[config.mk]
export PLATFORM = sky130hd
export DESIGN_NAME = spi_frame_bridge_flat
export DESIGN_NICKNAME = d
export VERILOG_FILES = /design/src/rtl/spi_frame_bridge_pkg.sv /design/src/rtl/spi_frame_bridge_if.sv /design/src/rtl/spi_frame_bridge_irq_stretch.sv /design/src/rtl/spi_frame_bridge.sv /design/src/flat_wrapper.sv
export SDC_FILE = /design/constraint.sdc
export NUM_CORES = 1
export LEC_CHECK = 0
export ABC_AREA = 1
export BUFFER_PORTS_ARGS = -buffer_cell sky130_fd_sc_hd__buf_2
export CORE_ASPECT_RATIO = 1.4
export CORE_MARGIN = 3
export CORE_UTILIZATION = 60
export CTS_BUF_LIST = sky130_fd_sc_hd__clkbuf_2 sky130_fd_sc_hd__clkbuf_4 sky130_fd_sc_hd__clkbuf_8
export CTS_CLUSTER_SIZE = 30
export DETAILED_ROUTE_END_ITERATION = 10
export PLACE_DENSITY = 0.88
export SETUP_SLACK_MARGIN = 0.15
export SLEW_MARGIN = 15
export SYNTH_ARGS = -nofsm -noshare
export SYNTH_HDL_FRONTEND = slang
export SYNTH_SLANG_ARGS = --single-unit
[constraint.sdc]
create_clock -name clk -period 2.6 [get_ports clk]
set_input_delay 0.13 -clock clk [delete_from_list [all_inputs] [get_ports clk]]
set_output_delay 0.13 -clock clk [all_outputs]
set_load 0.02 [all_outputs]
[src/rtl/spi_frame_bridge_pkg.sv]
// Shared types and constants for the SPI frame bridge.
package spi_bridge_pkg;

   // Encodings are visible on state_dbg, so keep them explicit.
   typedef enum logic [4:0] {
      IDLE    = 5'd0,
      CMD     = 5'd1,
      W_LEN   = 5'd2,
      W_HDR   = 5'd3,
      W_BYTE  = 5'd4,
      W_WORD  = 5'd5,
      W_PAD   = 5'd6,
      R_HDR   = 5'd7,
      R_LEN   = 5'd8,
      R_BYTE  = 5'd9,
      R_FETCH = 5'd10,
      STAT    = 5'd11
   } state_t;

   localparam logic [7:0] OPC_TX   = 8'h66;
   localparam logic [7:0] OPC_RX   = 8'h77;
   localparam logic [7:0] OPC_STAT = 8'h55;

endpackage

[src/rtl/spi_frame_bridge_if.sv]
// SPI byte stream and FIFO request bus shared by the bridge and its neighbours.
interface spi_frame_bridge_if #(
   parameter int DW = 16,
   parameter int CW = 11
);
   logic          rx_valid;
   logic [7:0]    rx_data;
   logic          rx_pop;
   logic          tx_ready;
   logic          tx_push;
   logic [7:0]    tx_data;
   logic          fifo_wr;
   logic [DW-1:0] fifo_wdata;
   logic          fifo_rd;
   logic [DW-1:0] fifo_rdata;
   logic          fifo_ack;
   logic          fifo_full;
   logic          fifo_empty;
   logic [CW-1:0] fifo_count;

   // Bridge side.
   modport master (
      input  rx_valid, rx_data, tx_ready, fifo_rdata, fifo_ack,
             fifo_full, fifo_empty, fifo_count,
      output rx_pop, tx_push, tx_data, fifo_wr, fifo_wdata, fifo_rd
   );

   // SPI core / FIFO side.
   modport slave (
      output rx_valid, rx_data, tx_ready, fifo_rdata, fifo_ack,
             fifo_full, fifo_empty, fifo_count,
      input  rx_pop, tx_push, tx_data, fifo_wr, fifo_wdata, fifo_rd
   );
endinterface

[src/rtl/spi_frame_bridge_irq_stretch.sv]
// Stretches frame_done rising edges into IRQ_CYCLES-long pulses, queueing
// up to 15 edges that arrive while a pulse is active.
module irq_stretch #(
   parameter int IRQ_CYCLES = 50
) (
   input  logic clk,
   input  logic rst_n,
   input  logic frame_done_i,
   output logic irq_o
);
   localparam int CNTW = (IRQ_CYCLES > 1) ? $clog2(IRQ_CYCLES) : 1;

   logic            fd_q;
   logic            irq_q, irq_d;
   logic [CNTW-1:0] cnt_q, cnt_d;
   logic [3:0]      pend_q, pend_d;
   logic            rise;

   assign rise  = frame_done_i & ~fd_q;
   assign irq_o = irq_q;

   // Pulse timing; a pulse ending always leaves one low cycle before the next.
   always_comb begin
      irq_d  = irq_q;
      cnt_d  = cnt_q;
      pend_d = pend_q;
      if (irq_q) begin
         if (rise && (pend_q != 4'hF)) pend_d = pend_q + 4'd1;
         if (cnt_q == '0) irq_d = 1'b0;
         else             cnt_d = cnt_q - CNTW'(1);
      end else if (pend_q != 4'd0) begin
         irq_d  = 1'b1;
         cnt_d  = CNTW'(IRQ_CYCLES - 1);
         pend_d = rise ? pend_q : (pend_q - 4'd1);
      end else if (rise) begin
         irq_d = 1'b1;
         cnt_d = CNTW'(IRQ_CYCLES - 1);
      end
   end

   // State registers.
   always_ff @(posedge clk or negedge rst_n) begin
      if (!rst_n) begin
         fd_q   <= 1'b0;
         irq_q  <= 1'b0;
         cnt_q  <= '0;
         pend_q <= '0;
      end else begin
         fd_q   <= frame_done_i;
         irq_q  <= irq_d;
         cnt_q  <= cnt_d;
         pend_q <= pend_d;
      end
   end
endmodule

[src/rtl/spi_frame_bridge.sv]
// SPI-to-FIFO frame bridge: 0x66 write frames into the FIFO, 0x77 read
// frames out of it. Optional macro SPI_BRIDGE_STATUS_EN adds the 0x55
// FIFO-count status opcode.
module spi_frame_bridge
   import spi_bridge_pkg::*;
#(
   parameter int DW             = 16,
   parameter int CW             = 11,
   parameter int IRQ_CYCLES     = 50,
   parameter int TIMEOUT_CYCLES = 5000
) (
   input  logic                      clk,
   input  logic                      rst_n,
   spi_frame_bridge_if.master        bus,
   input  logic                      frame_done,
   output logic                      cpu_irq,
   output logic                      err_timeout,
   output logic [4:0]                state_dbg
);
   localparam int BPW = DW / 8;
   localparam int TW  = $clog2(TIMEOUT_CYCLES + 1);

   state_t        state_q, state_d;
   logic          en_q;
   logic [7:0]    byte_q, byte_d;
   logic [7:0]    len_q, len_d;
   logic [7:0]    cnt_q, cnt_d;
   logic [3:0]    idx_q, idx_d;
   logic [DW-1:0] word_q, word_d;
   logic [TW-1:0] tmr_q, tmr_d;
   logic          pad_q, pad_d;
   logic          rx_pop_q, rx_pop_d;
   logic          tx_push_q, tx_push_d;
   logic [7:0]    tx_data_q, tx_data_d;
   logic          wr_q, wr_d;
   logic          rd_q, rd_d;
   logic [DW-1:0] wdata_q, wdata_d;
   logic          err_q, err_d;
   logic          rx_take, tx_go;
   logic          word_end, len_end;

`ifdef SPI_BRIDGE_STATUS_EN
   logic [10:0]   cnt11;
   assign cnt11 = 11'(bus.fifo_count);
`endif

   // Strobes are registered, so the cycle after a strobe still shows the old
   // rx_valid/tx_ready; gating on the strobe avoids a double transfer.
   assign rx_take  = bus.rx_valid && !rx_pop_q;
   assign tx_go    = bus.tx_ready && !tx_push_q;
   assign word_end = (idx_q + 4'd1) == 4'(BPW);
   assign len_end  = (cnt_q + 8'd1) == len_q;

   // Frame sequencing.
   always_comb begin
      state_d   = state_q;
      byte_d    = byte_q;
      len_d     = len_q;
      cnt_d     = cnt_q;
      idx_d     = idx_q;
      word_d    = word_q;
      tmr_d     = tmr_q;
      pad_d     = pad_q;
      rx_pop_d  = 1'b0;
      tx_push_d = 1'b0;
      tx_data_d = tx_data_q;
      wr_d      = wr_q;
      rd_d      = rd_q;
      wdata_d   = wdata_q;
      err_d     = 1'b0;
      if (en_q) begin
         case (state_q)
            IDLE: if (rx_take) begin
               rx_pop_d = 1'b1;
               byte_d   = bus.rx_data;
               state_d  = CMD;
            end
            CMD: begin
               case (byte_q)
                  OPC_TX:   state_d = W_LEN;
                  OPC_RX:   state_d = R_HDR;
`ifdef SPI_BRIDGE_STATUS_EN
                  OPC_STAT: begin
                     idx_d   = 4'd0;
                     state_d = STAT;
                  end
`endif
                  default:  state_d = IDLE;
               endcase
            end
            W_LEN: if (rx_take) begin
               rx_pop_d = 1'b1;
               len_d    = bus.rx_data;
               cnt_d    = 8'd0;
               idx_d    = 4'd0;
               word_d   = '0;
               pad_d    = 1'b0;
               tmr_d    = '0;
               state_d  = (bus.rx_data == 8'd0) ? IDLE : W_HDR;
            end
            W_HDR: begin
               if (wr_q) begin
                  if (bus.fifo_ack) begin
                     wr_d    = 1'b0;
                     tmr_d   = '0;
                     state_d = W_BYTE;
                  end
               end else if (!bus.fifo_full) begin
                  wr_d                = 1'b1;
                  wdata_d             = '0;
                  wdata_d[DW-1 -: 16] = {OPC_TX, len_q};
               end
            end
            W_BYTE: begin
               if (rx_take) begin
                  rx_pop_d = 1'b1;
                  word_d   = word_q | ({{(DW-8){1'b0}}, bus.rx_data}
                                       << (8 * (BPW - 1 - int'(idx_q))));
                  cnt_d    = cnt_q + 8'd1;
                  idx_d    = idx_q + 4'd1;
                  tmr_d    = '0;
                  if (word_end || len_end) state_d = W_WORD;
               end else if (bus.rx_valid) begin
                  tmr_d = '0;
               end else if (tmr_q == TW'(TIMEOUT_CYCLES - 1)) begin
                  err_d   = 1'b1;
                  pad_d   = 1'b1;
                  state_d = W_PAD;
               end else begin
                  tmr_d = tmr_q + TW'(1);
               end
            end
            // Low bytes of word_q are already zero, so padding only advances counters.
            W_PAD: begin
               cnt_d = cnt_q + 8'd1;
               idx_d = idx_q + 4'd1;
               if (word_end || len_end) state_d = W_WORD;
            end
            W_WORD: begin
               if (wr_q) begin
                  if (bus.fifo_ack) begin
                     wr_d   = 1'b0;
                     word_d = '0;
                     idx_d  = 4'd0;
                     tmr_d  = '0;
                     if (cnt_q == len_q) state_d = IDLE;
                     else                state_d = pad_q ? W_PAD : W_BYTE;
                  end
               end else if (!bus.fifo_full) begin
                  wr_d    = 1'b1;
                  wdata_d = word_q;
               end
            end
            R_HDR: begin
               if (rd_q) begin
                  if (bus.fifo_ack) begin
                     rd_d    = 1'b0;
                     len_d   = bus.fifo_rdata[DW-9 -: 8];
                     state_d = R_LEN;
                  end
               end else if (bus.fifo_empty) begin
                  if (tx_go) begin
                     tx_push_d = 1'b1;
                     tx_data_d = 8'h00;
                     state_d   = IDLE;
                  end
               end else begin
                  rd_d = 1'b1;
               end
            end
            R_LEN: if (tx_go) begin
               tx_push_d = 1'b1;
               tx_data_d = len_q;
               cnt_d     = 8'd0;
               idx_d     = 4'd0;
               state_d   = (len_q == 8'd0) ? IDLE : R_FETCH;
            end
            R_FETCH: begin
               if (rd_q) begin
                  if (bus.fifo_ack) begin
                     rd_d    = 1'b0;
                     word_d  = bus.fifo_rdata;
                     idx_d   = 4'd0;
                     state_d = R_BYTE;
                  end
               end else if (!bus.fifo_empty) begin
                  rd_d = 1'b1;
               end
            end
            R_BYTE: if (tx_go) begin
               tx_push_d = 1'b1;
               tx_data_d = word_q[DW-1 -: 8];
               word_d    = word_q << 8;
               cnt_d     = cnt_q + 8'd1;
               idx_d     = idx_q + 4'd1;
               if (len_end)       state_d = IDLE;
               else if (word_end) state_d = R_FETCH;
            end
`ifdef SPI_BRIDGE_STATUS_EN
            STAT: if (tx_go) begin
               tx_push_d = 1'b1;
               tx_data_d = (idx_q == 4'd0) ? {5'b0, cnt11[10:8]} : cnt11[7:0];
               idx_d     = idx_q + 4'd1;
               if (idx_q == 4'd1) state_d = IDLE;
            end
`endif
            default: state_d = IDLE;
         endcase
      end
   end

   // State registers; en_q holds the FSM off for the first edge after reset.
   always_ff @(posedge clk or negedge rst_n) begin
      if (!rst_n) begin
         state_q   <= IDLE;
         en_q      <= 1'b0;
         byte_q    <= '0;
         len_q     <= '0;
         cnt_q     <= '0;
         idx_q     <= '0;
         word_q    <= '0;
         tmr_q     <= '0;
         pad_q     <= 1'b0;
         rx_pop_q  <= 1'b0;
         tx_push_q <= 1'b0;
         tx_data_q <= '0;
         wr_q      <= 1'b0;
         rd_q      <= 1'b0;
         wdata_q   <= '0;
         err_q     <= 1'b0;
      end else begin
         state_q   <= state_d;
         en_q      <= 1'b1;
         byte_q    <= byte_d;
         len_q     <= len_d;
         cnt_q     <= cnt_d;
         idx_q     <= idx_d;
         word_q    <= word_d;
         tmr_q     <= tmr_d;
         pad_q     <= pad_d;
         rx_pop_q  <= rx_pop_d;
         tx_push_q <= tx_push_d;
         tx_data_q <= tx_data_d;
         wr_q      <= wr_d;
         rd_q      <= rd_d;
         wdata_q   <= wdata_d;
         err_q     <= err_d;
      end
   end

   assign bus.rx_pop     = rx_pop_q;
   assign bus.tx_push    = tx_push_q;
   assign bus.tx_data    = tx_data_q;
   assign bus.fifo_wr    = wr_q;
   assign bus.fifo_rd    = rd_q;
   assign bus.fifo_wdata = wdata_q;
   assign err_timeout    = err_q;
   assign state_dbg      = state_q;

   irq_stretch #(.IRQ_CYCLES(IRQ_CYCLES)) u_irq (
      .clk          (clk),
      .rst_n        (rst_n),
      .frame_done_i (frame_done),
      .irq_o        (cpu_irq)
   );
endmodule

[src/flat_wrapper.sv]
// flat-port wrapper written by rule: the top's interface ports become plain ports
module spi_frame_bridge_flat import spi_bridge_pkg::*;
#(
   parameter int DW             = 16,
   parameter int CW             = 11,
   parameter int IRQ_CYCLES     = 50,
   parameter int TIMEOUT_CYCLES = 5000
)
  (clk, rst_n, frame_done, cpu_irq, err_timeout, state_dbg, bus_rx_valid, bus_rx_data, bus_tx_ready, bus_fifo_rdata, bus_fifo_ack, bus_fifo_full, bus_fifo_empty, bus_fifo_count, bus_rx_pop, bus_tx_push, bus_tx_data, bus_fifo_wr, bus_fifo_wdata, bus_fifo_rd);
  spi_frame_bridge_if #(.DW(DW), .CW(CW)) bus_i ();
  input  logic clk;
  input  logic rst_n;
  input  logic frame_done;
  output logic cpu_irq;
  output logic err_timeout;
  output logic [4:0] state_dbg;
  input wire logic [$bits(bus_i.rx_valid)-1:0] bus_rx_valid;
  input wire logic [$bits(bus_i.rx_data)-1:0] bus_rx_data;
  input wire logic [$bits(bus_i.tx_ready)-1:0] bus_tx_ready;
  input wire logic [$bits(bus_i.fifo_rdata)-1:0] bus_fifo_rdata;
  input wire logic [$bits(bus_i.fifo_ack)-1:0] bus_fifo_ack;
  input wire logic [$bits(bus_i.fifo_full)-1:0] bus_fifo_full;
  input wire logic [$bits(bus_i.fifo_empty)-1:0] bus_fifo_empty;
  input wire logic [$bits(bus_i.fifo_count)-1:0] bus_fifo_count;
  output wire logic [$bits(bus_i.rx_pop)-1:0] bus_rx_pop;
  output wire logic [$bits(bus_i.tx_push)-1:0] bus_tx_push;
  output wire logic [$bits(bus_i.tx_data)-1:0] bus_tx_data;
  output wire logic [$bits(bus_i.fifo_wr)-1:0] bus_fifo_wr;
  output wire logic [$bits(bus_i.fifo_wdata)-1:0] bus_fifo_wdata;
  output wire logic [$bits(bus_i.fifo_rd)-1:0] bus_fifo_rd;
  assign bus_i.rx_valid = bus_rx_valid;
  assign bus_i.rx_data = bus_rx_data;
  assign bus_i.tx_ready = bus_tx_ready;
  assign bus_i.fifo_rdata = bus_fifo_rdata;
  assign bus_i.fifo_ack = bus_fifo_ack;
  assign bus_i.fifo_full = bus_fifo_full;
  assign bus_i.fifo_empty = bus_fifo_empty;
  assign bus_i.fifo_count = bus_fifo_count;
  assign bus_rx_pop = bus_i.rx_pop;
  assign bus_tx_push = bus_i.tx_push;
  assign bus_tx_data = bus_i.tx_data;
  assign bus_fifo_wr = bus_i.fifo_wr;
  assign bus_fifo_wdata = bus_i.fifo_wdata;
  assign bus_fifo_rd = bus_i.fifo_rd;
  spi_frame_bridge #(.DW(DW), .CW(CW), .IRQ_CYCLES(IRQ_CYCLES), .TIMEOUT_CYCLES(TIMEOUT_CYCLES)) u_core (.clk(clk), .rst_n(rst_n), .bus(bus_i), .frame_done(frame_done), .cpu_irq(cpu_irq), .err_timeout(err_timeout), .state_dbg(state_dbg));
endmodule
==> summary.md, run 1 <==
| Metric | Value |
|---|---|
| Net Sw Power | `2470 uW` |
| Busiest grt layer | `met2` |
| Placed Cells | `around 1.0k` |
| CTS tree | `yes` |
| Synth-to-layout area growth | `10.5%` |
| CP arrival | `approximately 2.5 ns` |
| Type of the most critical hold path | `in -> reg` |
| Clock Sinks | `105` |
| Endpoints failing setup | `0` |
| WHS Path Cells | `4` |
| Core Rows | `43` |
| Sw Share | `43.5%` |
| R2R setup slack | `0.36 ns` |
| GRT met1 Usage | `a little under two fifths` |
| Peak fanout along the critical path | `25` |
| Hold path startpoint | `bus_fifo_ack` |
| Sequential share of the synthesized area | `between 40% and 50%` |
| Yosys cell types | `45` |
| Worst-Margin Slew | `0.978 ns` |
| Vias | `roughly 6k` |
| Slew Limit Headroom | `34.4%` |
| Final Instance Count excl. Fillers | `1054` |
| Tot GR Track Use | `28.3%` |
| CORE AREA | `around 0.010 sq mm` |
| Starting density of the core | `62.3%` |
| Worst setup SP type | `register` |
| Skew final | `approximately 0.018 ns` |
| Leak pwr | `0.00349 uW` |
| Crit-path slowest cell | `dfrtp_1` |
| F_max | `between 0.4 and 0.5 GHz` |
| RSZ-0062 raised after global routing | `false` |
| MaxCap Viol Count | `0` |
| Root Buffer | `clkbuf_8` |
| DR iter-0 viols | `560` |
| Syn_area_per_cell | `~7.3 sq um` |
| Worst skew pair latency | `~0.40 ns` |
| Post-Syn Instances | `849` |
| Horiz. Die Dim | `92.1 microns` |
| Via/cell ratio | `about 5.7` |
| Proportion of layout cells with a drive suffix above 1 | `14.7%` |
| First-pass GRT wire length | `approximately 26000 microns` |
| Final antenna-violating net count | `0` |
| Wire per inst | `approximately 15 microns` |
| Initial antenna violation count | `0` |
| Residual DRC count | `0` |
| GR Layer Usage met2 | `46.8%` |
| Final global-route overflow total | `0` |
| Crit path kind | `reg -> reg` |
| Post-DP HPWL | `12000 microns` |
| Number of port buffers | `66` |
| Hold Fails Final Rpt | `0` |
| IO Count | `78` |
| CP endpoint kind | `register` |
| Final GP Congestion | `0.926` |
| R2R cell count | `11` |
| Largest net degree at the start of global routing | `56` |
| Seq cells post-synth | `105` |
| Mapped Area | `0.00623 sq mm` |
| Int Power | `about 3200 uW` |
| Clock Tree Buf Depth | `2` |
| Dominant cell type by area after synthesis | `dfrtp_1` |
| First-pass detailed-route iteration total | `6` |
| CP most frequent cell | `nand2_1` |
| M3 GR Usage | `3.68%` |
| Crit path time final | `2.24 ns` |
| H-tree depth | `3` |
| Post-synth top area share | `between 40 and 50%` |
| Num CTS Buffers | `9` |
| Hold EP | `u_core.bus.fifo_wr` |
| Die ar. | `0.0117 sq mm` |
| CTS clk-pin slew, worst paths | `about 0.11 ns` |
| # diodes | `0` |
| Post-CTS Resized | `0` |
| Power per cell area | `824 mW/mm^2` |
| Vias in the first global route | `approximately 5.5k` |
| Comb pwr share | `37.4%` |
| Period utilization | `86.0%` |
| CP Data Required Time | `2.89 ns` |
| Largest cells by area after synthesis | `dfrtp_1 42%, nand2_1 14%, inv_1 5.8%` |
| Reg2reg end | `u_core.word_q[15]` |
| Slew Viols, Final | `0` |
| Die Ht | `127 microns` |
| Part of the power in registers | `44.6%` |
| Critical R2R Launch | `u_core.state_dbg[2]` |
| Syn Nets | `902` |
| CP peak stage delay | `0.43 ns` |
| Critical-path cell list | `nor2_1 > nand2_1 > inv_1 > nand2_2 > nand2_1 > nor3_2 > nor3_4 > buf_4 > inv_2 > nand2_1 > o21ai_1` |
| Status | `completed` |
| Drt total wl | `16000 microns` |
| Final nets | `967` |
| YS warnings | `0` |
| Post-Route Setup TNS | `0 ns` |
| Clock network power share | `18.0%` |
| Peak supply drop | `0.000347 V` |
## through the flow
stage / util [%] / total power, uW / cell area, sq um / hold slack (ns) / worst slack (ns)
2_1_floorplan: - / 4010 / 6230 / -0.166 / 0.785
3_3_place_gp: 66.7 / 4550 / 6670 / 0.206 / 0.497
3_5_place_dp: 66.7 / 4640 / 6670 / 0.206 / 0.430
4_1_cts: 68.8 / 5660 / 6890 / 0.0373 / 0.376
5_1_grt: 68.8 / 6080 / 6890 / 0.0648 / 0.230
6_report: 68.8 / 5670 / 6890 / 0.0322 / 0.363
## cell usage in the layout, fill, tap and decap left out, types with 10 or more instances in the layout
master	instances
a31oi_1	16
nand4_1	20
a21oi_1	28
o21ai_0	69
o21ai_2	10
buf_2	65
o21ai_1	21
nor3_1	19
nor2_1	73
buf_4	10
nand3_1	53
nand2_1	232
dfrtp_1	105
inv_1	97
## worst max-delay path by stage
| stage | end | slack, ns | startpoint |
|---|---|---|---|
| floorplan | u_core.word_q[13] | 0.78 | u_core.idx_q[1] |
| global placement | u_core.word_q[15] | 0.50 | u_core.state_dbg[2] |
| detailed placement | u_core.word_q[6] | 0.43 | u_core.state_dbg[2] |
| CTS | u_core.word_q[15] | 0.38 | u_core.state_dbg[2] |
| global route | u_core.word_q[15] | 0.23 | u_core.state_dbg[2] |
| finish | u_core.word_q[15] | 0.36 | u_core.state_dbg[2] |
## cells in the mapped netlist (all sizes together)
library cell / number
clkbuf: 10
nand4: 21
o31ai: 1
nor4: 7
buf: 14
ha: 9
o21ai: 100
o22ai: 7
nand3: 54
a21o: 2
a21oi: 29
o21a: 1
a22oi: 2
xnor2: 5
inv: 107
o211ai: 1
fa: 1
nand2: 240
or2: 3
xor2: 9
a31o: 1
nor2: 78
conb: 1
nor3: 22
a31oi: 16
dfrtp: 105
clkinv: 1
o31a: 2
## power by group through the flow
stage                     Clock (uW)  Combinational [uW]  Sequential (uW)
after floorplan                    0                1420             2580
after global placement             0                2020             2530
after detailed placement           0                2090             2540
after CTS                       1030                2120             2510
after global routing            1120                2380             2590
final                           1020                2120             2530
## routing by layer
metal	share of wire, %	vias up	routed length (microns)
met1	41	2781	6560
li1	-	2913	-
met2	49	254	7880
met4	3.7	0	589
met3	6.4	47	1020
met5	0	-	0
## cell families after synthesis
kind of cell | share of synthesized area [%]
flops | 42.2
buf+inv | 8.92
fa+ha+maj | 2.13
other cells | 0.0602
simple gates | 30.0
compound gates | 14.7
xor+xnor | 1.97
## final cells by class
type | count | area, sq um
Tap cell | 135 | 169
Fill cell | 871 | 3120
Sequential cell | 105 | 2630
Clock buffer | 9 | 124
Clock inverter | 7 | 71.3
Inverter | 108 | 408
Timing Repair Buffer | 78 | 440
Multi-Input combinational cell | 612 | 3050
## state kept, by name (all words and copies together), names as in the netlist, 4 cells and up
name / count
u_core.bus.fifo_wdata: 16
u_core.bus.tx_data: 8
u_core.byte_q: 8
u_core.cnt_q: 8
u_core.idx_q: 4
u_core.len_q: 8
u_core.state_dbg: 5
u_core.tmr_q: 13
u_core.u_irq.cnt_q: 6
u_core.u_irq.pend_q: 4
u_core.word_q: 16
## worst max-delay path: cells and delay by family, from the launching register on
family / cells / cell delay, ns
buffers and inverters: 3 / 0.60
DFF: 1 / 0.43
and+or+nand+nor: 7 / 1.03
AOI/OAI and AO/OA: 1 / 0.06
## repair_timing
item                                   4_1_cts  5_1_grt
endpoints found under the hold margin       51        0
hold buffers                                 2        0
setup buffers                                0        0
Note: power is estimated with default switching activity, not from simulation.
==> inputs of run 2 (changes only) <==
--- a/config.mk
+++ b/config.mk
@@ -7,13 +7,13 @@
 export LEC_CHECK = 0
 export ABC_AREA = 1
 export BUFFER_PORTS_ARGS = -buffer_cell sky130_fd_sc_hd__buf_2
-export CORE_ASPECT_RATIO = 1.4
+export CORE_ASPECT_RATIO = 0.5
 export CORE_MARGIN = 3
-export CORE_UTILIZATION = 60
+export CORE_UTILIZATION = 39
 export CTS_BUF_LIST = sky130_fd_sc_hd__clkbuf_2 sky130_fd_sc_hd__clkbuf_4 sky130_fd_sc_hd__clkbuf_8
 export CTS_CLUSTER_SIZE = 30
 export DETAILED_ROUTE_END_ITERATION = 10
-export PLACE_DENSITY = 0.88
+export PLACE_DENSITY = 0.63
 export SETUP_SLACK_MARGIN = 0.15
 export SLEW_MARGIN = 15
 export SYNTH_ARGS = -nofsm -noshare
==> run 2 against run 1 <==
  * Wire length grew 6.6%
  * Die area is 51% higher
  * Largest power group unchanged
  * Cell area increased by 1.1%
  * Largest cell class unchanged
==> summary.md, run 2 (same netlist as run 1, synthesis figures left out) <==
| Metric | Value |
|---|---|
| DR iter-0 viols | `433 (was 560)` |
| Hold Fails Final Rpt | `0 (unchanged)` |
| Proportion of layout cells with a drive suffix above 1 | `14.5% (was 14.7%)` |
| Reg2reg end | `u_core.word_q[15] (unchanged)` |
| Worst skew pair latency | `0.39 ns (was 0.40 ns)` |
| Sw Share | `42.2% (was 43.5%)` |
| Crit path time final | `2.23 ns (was 2.24 ns)` |
| Peak fanout along the critical path | `25 (unchanged)` |
| Power per cell area | `821 mW/mm^2 (was 824 mW/mm^2)` |
| Hold path startpoint | `bus_fifo_rdata[6] (was bus_fifo_ack)` |
| Comb pwr share | `36.9% (was 37.4%)` |
| Peak supply drop | `0.000362 V (was 0.000347 V)` |
| Slew Limit Headroom | `33.9% (was 34.4%)` |
| Worst hold margin | `0.0817 ns (was 0.0322 ns)` |
| CP endpoint kind | `register (unchanged)` |
| Util after Layout | `46.2% (was 68.8%)` |
| R2R cell count | `11 (unchanged)` |
| First-pass detailed-route iteration total | `6 (unchanged)` |
| Worst-Margin Slew | `0.984 ns (was 0.978 ns)` |
| Residual DRC count | `0 (unchanged)` |
| Final antenna-violating net count | `0 (unchanged)` |
| Num CTS Buffers | `9 (unchanged)` |
| Final GP Congestion | `0.880 (was 0.926)` |
| WHS Path Cells | `3 (was 4)` |
| Slew Viols, Final | `0 (unchanged)` |
| CP peak stage delay | `0.43 ns (about the same)` |
| Crit-path slowest cell | `dfrtp_1 (unchanged)` |
| Status | `completed (unchanged)` |
| Initial antenna violation count | `0 (unchanged)` |
| IO Count | `78 (unchanged)` |
| Period utilization | `85.8% (was 86.0%)` |
| Clock network power share | `18.8% (was 18.0%)` |
| Net Sw Power | `2410 uW (was 2470 uW)` |
| Clock Tree Buf Depth | `2 (unchanged)` |
| Leak pwr | `0.00347 uW (was 0.00349 uW)` |
| Final nets | `965 (was 967)` |
| Setup Buffers After CTS | `0 (unchanged)` |
| Critical R2R Launch | `u_core.state_dbg[2] (unchanged)` |
| Clock Sinks | `105 (unchanged)` |
| Int Power | `3300 uW (was 3210 uW)` |
| Final global-route overflow total | `0 (unchanged)` |
| Crit-path leading delay family | `simple AND/OR/NAND/NOR gates (unchanged)` |
| Post-Route Setup TNS | `0 ns (unchanged)` |
| Tot GR Track Use | `20.2% (was 28.3%)` |
| Via/cell ratio | `5.19 (was 5.69)` |
| Core Rows | `31 (was 43)` |
| Type of the most critical hold path | `in -> reg (unchanged)` |
| CORE AREA | `0.0150 sq mm (was 0.0100 sq mm)` |
| Largest net degree at the start of global routing | `106 (was 56)` |
| Buf+Inv Stages, Crit Path | `3 (unchanged)` |
| CTS clk-pin slew, worst paths | `0.11 ns (about the same)` |
| Crit path kind | `reg -> reg (unchanged)` |
| Hold EP | `u_core.word_q[6] (was u_core.bus.fifo_wr)` |
| RSZ-0062 raised after global routing | `false (unchanged)` |
| Number of port buffers | `66 (unchanged)` |
| Critical-path cell list | `nor2_1 > nand2_1 > inv_1 > nand2_2 > nand2_1 > nor3_2 > nor3_4 > buf_4 > inv_2 > nand2_1 > o21ai_1 (unchanged)` |
| Vias | `5779 (was 5995)` |
| Drt total wl | `17100 microns (was 16000 microns)` |
| CP Data Required Time | `2.88 ns (was 2.89 ns)` |
| Synth-to-layout area growth | `11.7% (was 10.5%)` |
| F_max | `0.448 GHz (was 0.447 GHz)` |
| Endpoints failing setup | `0 (unchanged)` |
| Horiz. Die Dim | `185 microns (was 92.1 microns)` |
| Worst setup SP type | `register (unchanged)` |
| CTS tree | `yes (unchanged)` |
| Post-DP HPWL | `12700 microns (was 12000 microns)` |
| First-pass GRT wire length | `28100 microns (was 26400 microns)` |
| CP most frequent cell | `nand2_1 (unchanged)` |
| Part of the power in registers | `44.3% (was 44.6%)` |
| Most common cell after layout, fill and taps aside | `nand2_1 (unchanged)` |
| Die ar. | `0.0176 sq mm (was 0.0117 sq mm)` |
| Vias in the first global route | `5565 (was 5528)` |
| Die Ht | `95.4 microns (was 127 microns)` |
| Skew final | `0.0208 ns (was 0.0178 ns)` |
| Starting density of the core | `41.4% (was 62.3%)` |
| Wire per inst | `15.4 microns (was 15.2 microns)` |
| R2R setup slack | `0.37 ns (was 0.36 ns)` |
| MaxCap Viol Count | `0 (unchanged)` |
| Leading cell types in the layout, fill and taps excluded | `232 x nand2_1, 105 x dfrtp_1, 96 x inv_1 (was 232 x nand2_1, 105 x dfrtp_1, 97 x inv_1)` |
| Root Buffer | `clkbuf_8 (unchanged)` |
| H-tree depth | `3 (unchanged)` |
| # diodes | `0 (unchanged)` |
| CP arrival | `2.51 ns (was 2.53 ns)` |
## run 2: changes by cell type in the layout (fill, tap and decap cells not counted), sizes merged
cell / before / now
clkinv: 2 / 1
clkbuf: 9 / 10
clkinvlp: 2 / 3
buf: 76 / 74
bufinv: 0 / 1
inv: 111 / 108
## run 2: cell type report
class	instances	area, sq um
inverters	108	412
flip-flops and latches	105	2630
well taps	198	248
clock buffers	10	138
multi-input cells	612	3050
fillers	1555	8090
repair buffers	76	425
clock inverters	5	62.6
## run 2: worst reg2reg max path, stage by stage, from the launching register on
cell and delay [ns]:
dfrtp_1 0.43, nor2_1 0.14, nand2_1 0.11, inv_1 0.19, nand2_2 0.28, nand2_1 0.18
nor3_2 0.06, nor3_4 0.15, buf_4 0.33, inv_2 0.14, nand2_1 0.08, o21ai_1 0.06
## run 2: worst max-delay path by stage
stage	startpoint	end	slack, ns	cells past startpoint
floorplan	u_core.idx_q[1]	u_core.word_q[13]	0.78	10
global placement	u_core.state_dbg[2]	u_core.word_q[15]	0.46	11
detailed placement	u_core.state_dbg[2]	u_core.word_q[15]	0.40	11
CTS	u_core.state_dbg[3]	u_core.bus.fifo_wdata[2]	0.36	9
global route	u_core.state_dbg[2]	u_core.word_q[15]	0.15	11
finish	u_core.state_dbg[2]	u_core.word_q[15]	0.37	11
## run 2: power by group through the flow
stage	sequential [uW]	combinational [uW]	clock (uW)
floorplan	2580	1420	0
global placement	2550	2060	0
detailed placement	2550	2110	0
CTS	2520	2120	1120
global route	2600	2400	1180
finish	2530	2110	1080
## run 2: metrics by stage
stage / total power (uW) / std cells / instance area (sq um) / setup slack (ns)
after floorplan: 4010 / 849 / 6230 / 0.785
after detailed placement: 4660 / 1097 / 6740 / 0.396
after CTS: 5760 / 1114 / 6960 / 0.363
after global routing: 6180 / 1114 / 6960 / 0.153
after global placement: 4600 / 1097 / 6740 / 0.464
final: 5720 / 1114 / 6960 / 0.370
## run 2: metal layers
layer	vias up	global-route usage (%)	share of wire, %
met5	-	0	0
met4	0	4.30	1.1
met3	16	4.46	5.1
met2	147	33.9	47
met1	2707	27.3	47
li1	2909	-	-
## run 2: repair_timing
| item | in CTS | in global routing |
|---|---|---|
| resized for setup | 0 | 1 |
| endpoints found under the setup margin | 0 | 4 |
| hold buffers | 2 | 0 |
| hold endpoints to repair | 106 | 0 |
==> inputs of run 3 (changes only) <==
--- a/config.mk
+++ b/config.mk
@@ -13,7 +13,9 @@
 export CTS_BUF_LIST = sky130_fd_sc_hd__clkbuf_2 sky130_fd_sc_hd__clkbuf_4 sky130_fd_sc_hd__clkbuf_8
 export CTS_CLUSTER_SIZE = 30
 export DETAILED_ROUTE_END_ITERATION = 10
+export GPL_TIMING_DRIVEN = 0
 export PLACE_DENSITY = 0.63
+export REMOVE_ABC_BUFFERS = 1
 export SETUP_SLACK_MARGIN = 0.15
 export SLEW_MARGIN = 15
 export SYNTH_ARGS = -nofsm -noshare
==> run 3 against run 2 <==
  * Highest routed layer unchanged
  * Via count rose by 0.80%
  * Cell area rose by 1.1%
  * Critical path depth fell by 2
  * First-iteration DRC count fell by 38%
  * Hold slack got worse by 0.014 ns
  * Final cell count barely moved
  * Combinational power rose by 3%
  * Register-to-register slack got worse by 0.08 ns
  * Clock power fell by 7%
  * Clock skew fell by 0.0040 ns
  * Sequential power barely moved
  * Power barely moved
==> summary.md, run 3 (same netlist as run 1, synthesis figures left out) <==
| Metric | Value |
|---|---|
| First-pass detailed-route iteration total | `5 (was 6)` |
| WL met1 | `8340 microns (was 8070 microns)` |
| Crit-path slowest cell | `clkinvlp_2 (was dfrtp_1)` |
| Met2 routed wirelength | `7780 microns (was 7970 microns)` |
| Synth-to-layout area growth | `12.9% (was 11.7%)` |
| Period utilization | `89.0% (was 85.8%)` |
| Leak pwr | `0.00350 uW (was 0.00347 uW)` |
| Tot GR Track Use | `20.4% (was 20.2%)` |
| Final global-route overflow total | `0 (unchanged)` |
| Num CTS Buffers | `9 (unchanged)` |
| H-tree depth | `3 (unchanged)` |
| Final instance area | `0.00703 sq mm (was 0.00696 sq mm)` |
| FILL cells | `1567 (was 1555)` |
| CP peak stage delay | `0.47 ns (was 0.43 ns)` |
| WHS Path Cells | `4 (was 3)` |
| Power per cell area | `812 mW/mm^2 (was 821 mW/mm^2)` |
| Critical Path Source | `u_core.state_dbg[3] (was u_core.state_dbg[2])` |
| # diodes | `0 (unchanged)` |
| Proportion of layout cells with a drive suffix above 1 | `15.3% (was 14.5%)` |
| Worst-Margin Slew | `0.621 ns (was 0.984 ns)` |
| Skew final | `0.0167 ns (was 0.0208 ns)` |
| F_max | `0.432 GHz (was 0.448 GHz)` |
| Metal3 WL | `932 microns (was 877 microns)` |
| Util after Layout | `46.7% (was 46.2%)` |
| Endpoints failing setup | `0 (unchanged)` |
| Number of port buffers | `66 (unchanged)` |
| Buf+Inv Stages, Crit Path | `3 (unchanged)` |
| RSZ-0062 raised after global routing | `true (was false)` |
| Hold Fails Final Rpt | `0 (unchanged)` |
| Peak supply drop | `0.000319 V (was 0.000362 V)` |
| Worst hold margin | `0.0675 ns (was 0.0817 ns)` |
| Top sig layer | `met4 (unchanged)` |
| Post-Place Cell Area | `0.00670 sq mm (was 0.00674 sq mm)` |
| Horiz. Die Dim | `185 microns (unchanged)` |
| Slew Viols, Final | `0 (unchanged)` |
| Root Buffer | `clkbuf_8 (unchanged)` |
| Clock Sinks | `105 (unchanged)` |
| Slew Limit Headroom | `58.3% (was 33.9%)` |
| MaxCap Viol Count | `0 (unchanged)` |
| IO Count | `78 (unchanged)` |
| Vias in the first global route | `5566 (was 5565)` |
| CP Data Required Time | `2.86 ns (was 2.88 ns)` |
| R2R cell count | `9 (was 11)` |
| Drt total wl | `17200 microns (was 17100 microns)` |
| Initial antenna violation count | `0 (unchanged)` |
| Final nets | `965 (unchanged)` |
| Type of the most critical hold path | `in -> reg (unchanged)` |
| CP endpoint kind | `register (unchanged)` |
| Core Rows | `31 (unchanged)` |
| CTS tree | `yes (unchanged)` |
| Worst setup SP type | `register (unchanged)` |
| Vias | `5825 (was 5779)` |
| Total power | `5710 uW (was 5720 uW)` |
| Starting density of the core | `41.4% (unchanged)` |
| CP most frequent cell | `nand2_2 (was nand2_1)` |
| Reg2reg end | `u_core.bus.fifo_wdata[1] (was u_core.word_q[15])` |
| Leading cell types in the layout, fill and taps excluded | `230 x nand2_1, 105 x dfrtp_1, 96 x inv_1 (was 232 x nand2_1, 105 x dfrtp_1, 96 x inv_1)` |
| Hold path startpoint | `bus_fifo_ack (was bus_fifo_rdata[6])` |
| Residual DRC count | `0 (unchanged)` |
| CORE AREA | `0.0150 sq mm (unchanged)` |
| Worst skew pair latency | `0.39 ns (about the same)` |
| Clock Tree Buf Depth | `2 (unchanged)` |
| CTS clk-pin slew, worst paths | `0.11 ns (about the same)` |
| CP arrival | `2.57 ns (was 2.51 ns)` |
| Final antenna-violating net count | `0 (unchanged)` |
| Crit path time final | `2.31 ns (was 2.23 ns)` |
| Most common cell after layout, fill and taps aside | `nand2_1 (unchanged)` |
| DR iter-0 viols | `270 (was 433)` |
| Wire per inst | `15.5 microns (was 15.4 microns)` |
| Post-DP HPWL | `12600 microns (was 12700 microns)` |
| R2R setup slack | `0.29 ns (was 0.37 ns)` |
| Critical-path cell list | `inv_1 > nand3_2 > inv_2 > nand2_2 > nand2_1 > nand2_2 > clkinvlp_2 > nor2_1 > a31oi_1 (was nor2_1 > nand2_1 > inv_1 > nand2_2 > nand2_1 > nor3_2 > nor3_4 > buf_4 > inv_2 > nand2_1 > o21ai_1)` |
| Crit path kind | `reg -> reg (unchanged)` |
| Status | `completed (unchanged)` |
| Peak fanout along the critical path | `11 (was 25)` |
| Largest net degree at the start of global routing | `75 (was 106)` |
| First-pass GRT wire length | `28300 microns (was 28100 microns)` |
| Final GP Congestion | `0.946 (was 0.880)` |
| Die ar. | `0.0176 sq mm (unchanged)` |
| Via/cell ratio | `5.22 (was 5.19)` |
| Critical R2R Launch | `u_core.state_dbg[3] (was u_core.state_dbg[2])` |
| Crit-path leading delay family | `simple AND/OR/NAND/NOR gates (unchanged)` |
| Die Ht | `95.4 microns (unchanged)` |
| Hold EP | `u_core.bus.fifo_wr (was u_core.word_q[6])` |
run 3: worst max path at each step:
stage	slack [ns]	endpoint	cells after the start
2_1_floorplan	0.17	u_core.word_q[6]	10
3_3_place_gp	-0.40	u_core.word_q[7]	10
3_5_place_dp	-0.44	u_core.word_q[7]	10
4_1_cts	0.19	u_core.cnt_q[3]	10
5_1_grt	0.13	u_core.cnt_q[3]	10
6_report	0.29	u_core.bus.fifo_wdata[1]	9
run 3: what timing repair did:
action	4_1_cts	5_1_grt
endpoints found under the hold margin	32	0
pin swaps	2	2
hold buffers	2	0
gates resized for setup	3	11
endpoints found under the setup margin	28	55
buffers inserted	1	4
gates cloned	1	1
run 3: final cells by class:
cell class / count / area (sq um) / area share, %
Clock buffer: 10 / 138 / 1.96
Sequential cell: 105 / 2630 / 37.4
Timing Repair Buffer: 74 / 434 / 6.17
Clock inverter: 6 / 50.0 / 0.712
Inverter: 108 / 412 / 5.85
Tap cell: 198 / 248 / 3.52
Timing Repair inverter: 1 / 5.00 / 0.0712
Multi-Input combinational cell: 613 / 3120 / 44.4
run 3: stage by stage:
stage,setup WS [ns],setup TNS [ns],cells
5_1_grt,0.127,0,1115
4_1_cts,0.189,0,1110
3_3_place_gp,-0.400,-4.73,1089
2_1_floorplan,0.175,0,825
6_report,0.286,0,1115
3_5_place_dp,-0.438,-5.44,1090
run 3: worst reg2reg max path, stage by stage, from the launching register on:
cell and delay (ns):
dfrtp_1 0.40, inv_1 0.07, nand3_2 0.19, inv_2 0.08, nand2_2 0.23, nand2_1 0.18
nand2_2 0.28, clkinvlp_2 0.48, nor2_1 0.21, a31oi_1 0.05
run 3: metal layers:
| metal | up-vias | global-route usage, % |
|---|---|---|
| met4 | 0 | 4.80 |
| met3 | 13 | 4.23 |
| met1 | 2765 | 29.2 |
| met5 | - | 0 |
| li1 | 2909 | - |
| met2 | 138 | 31.9 |
run 3: power by group:
group	total [uW]	switching, uW	internal, uW
Sequential	2530	445	2080
Combinational	2180	1410	773
Clock	1000	619	385
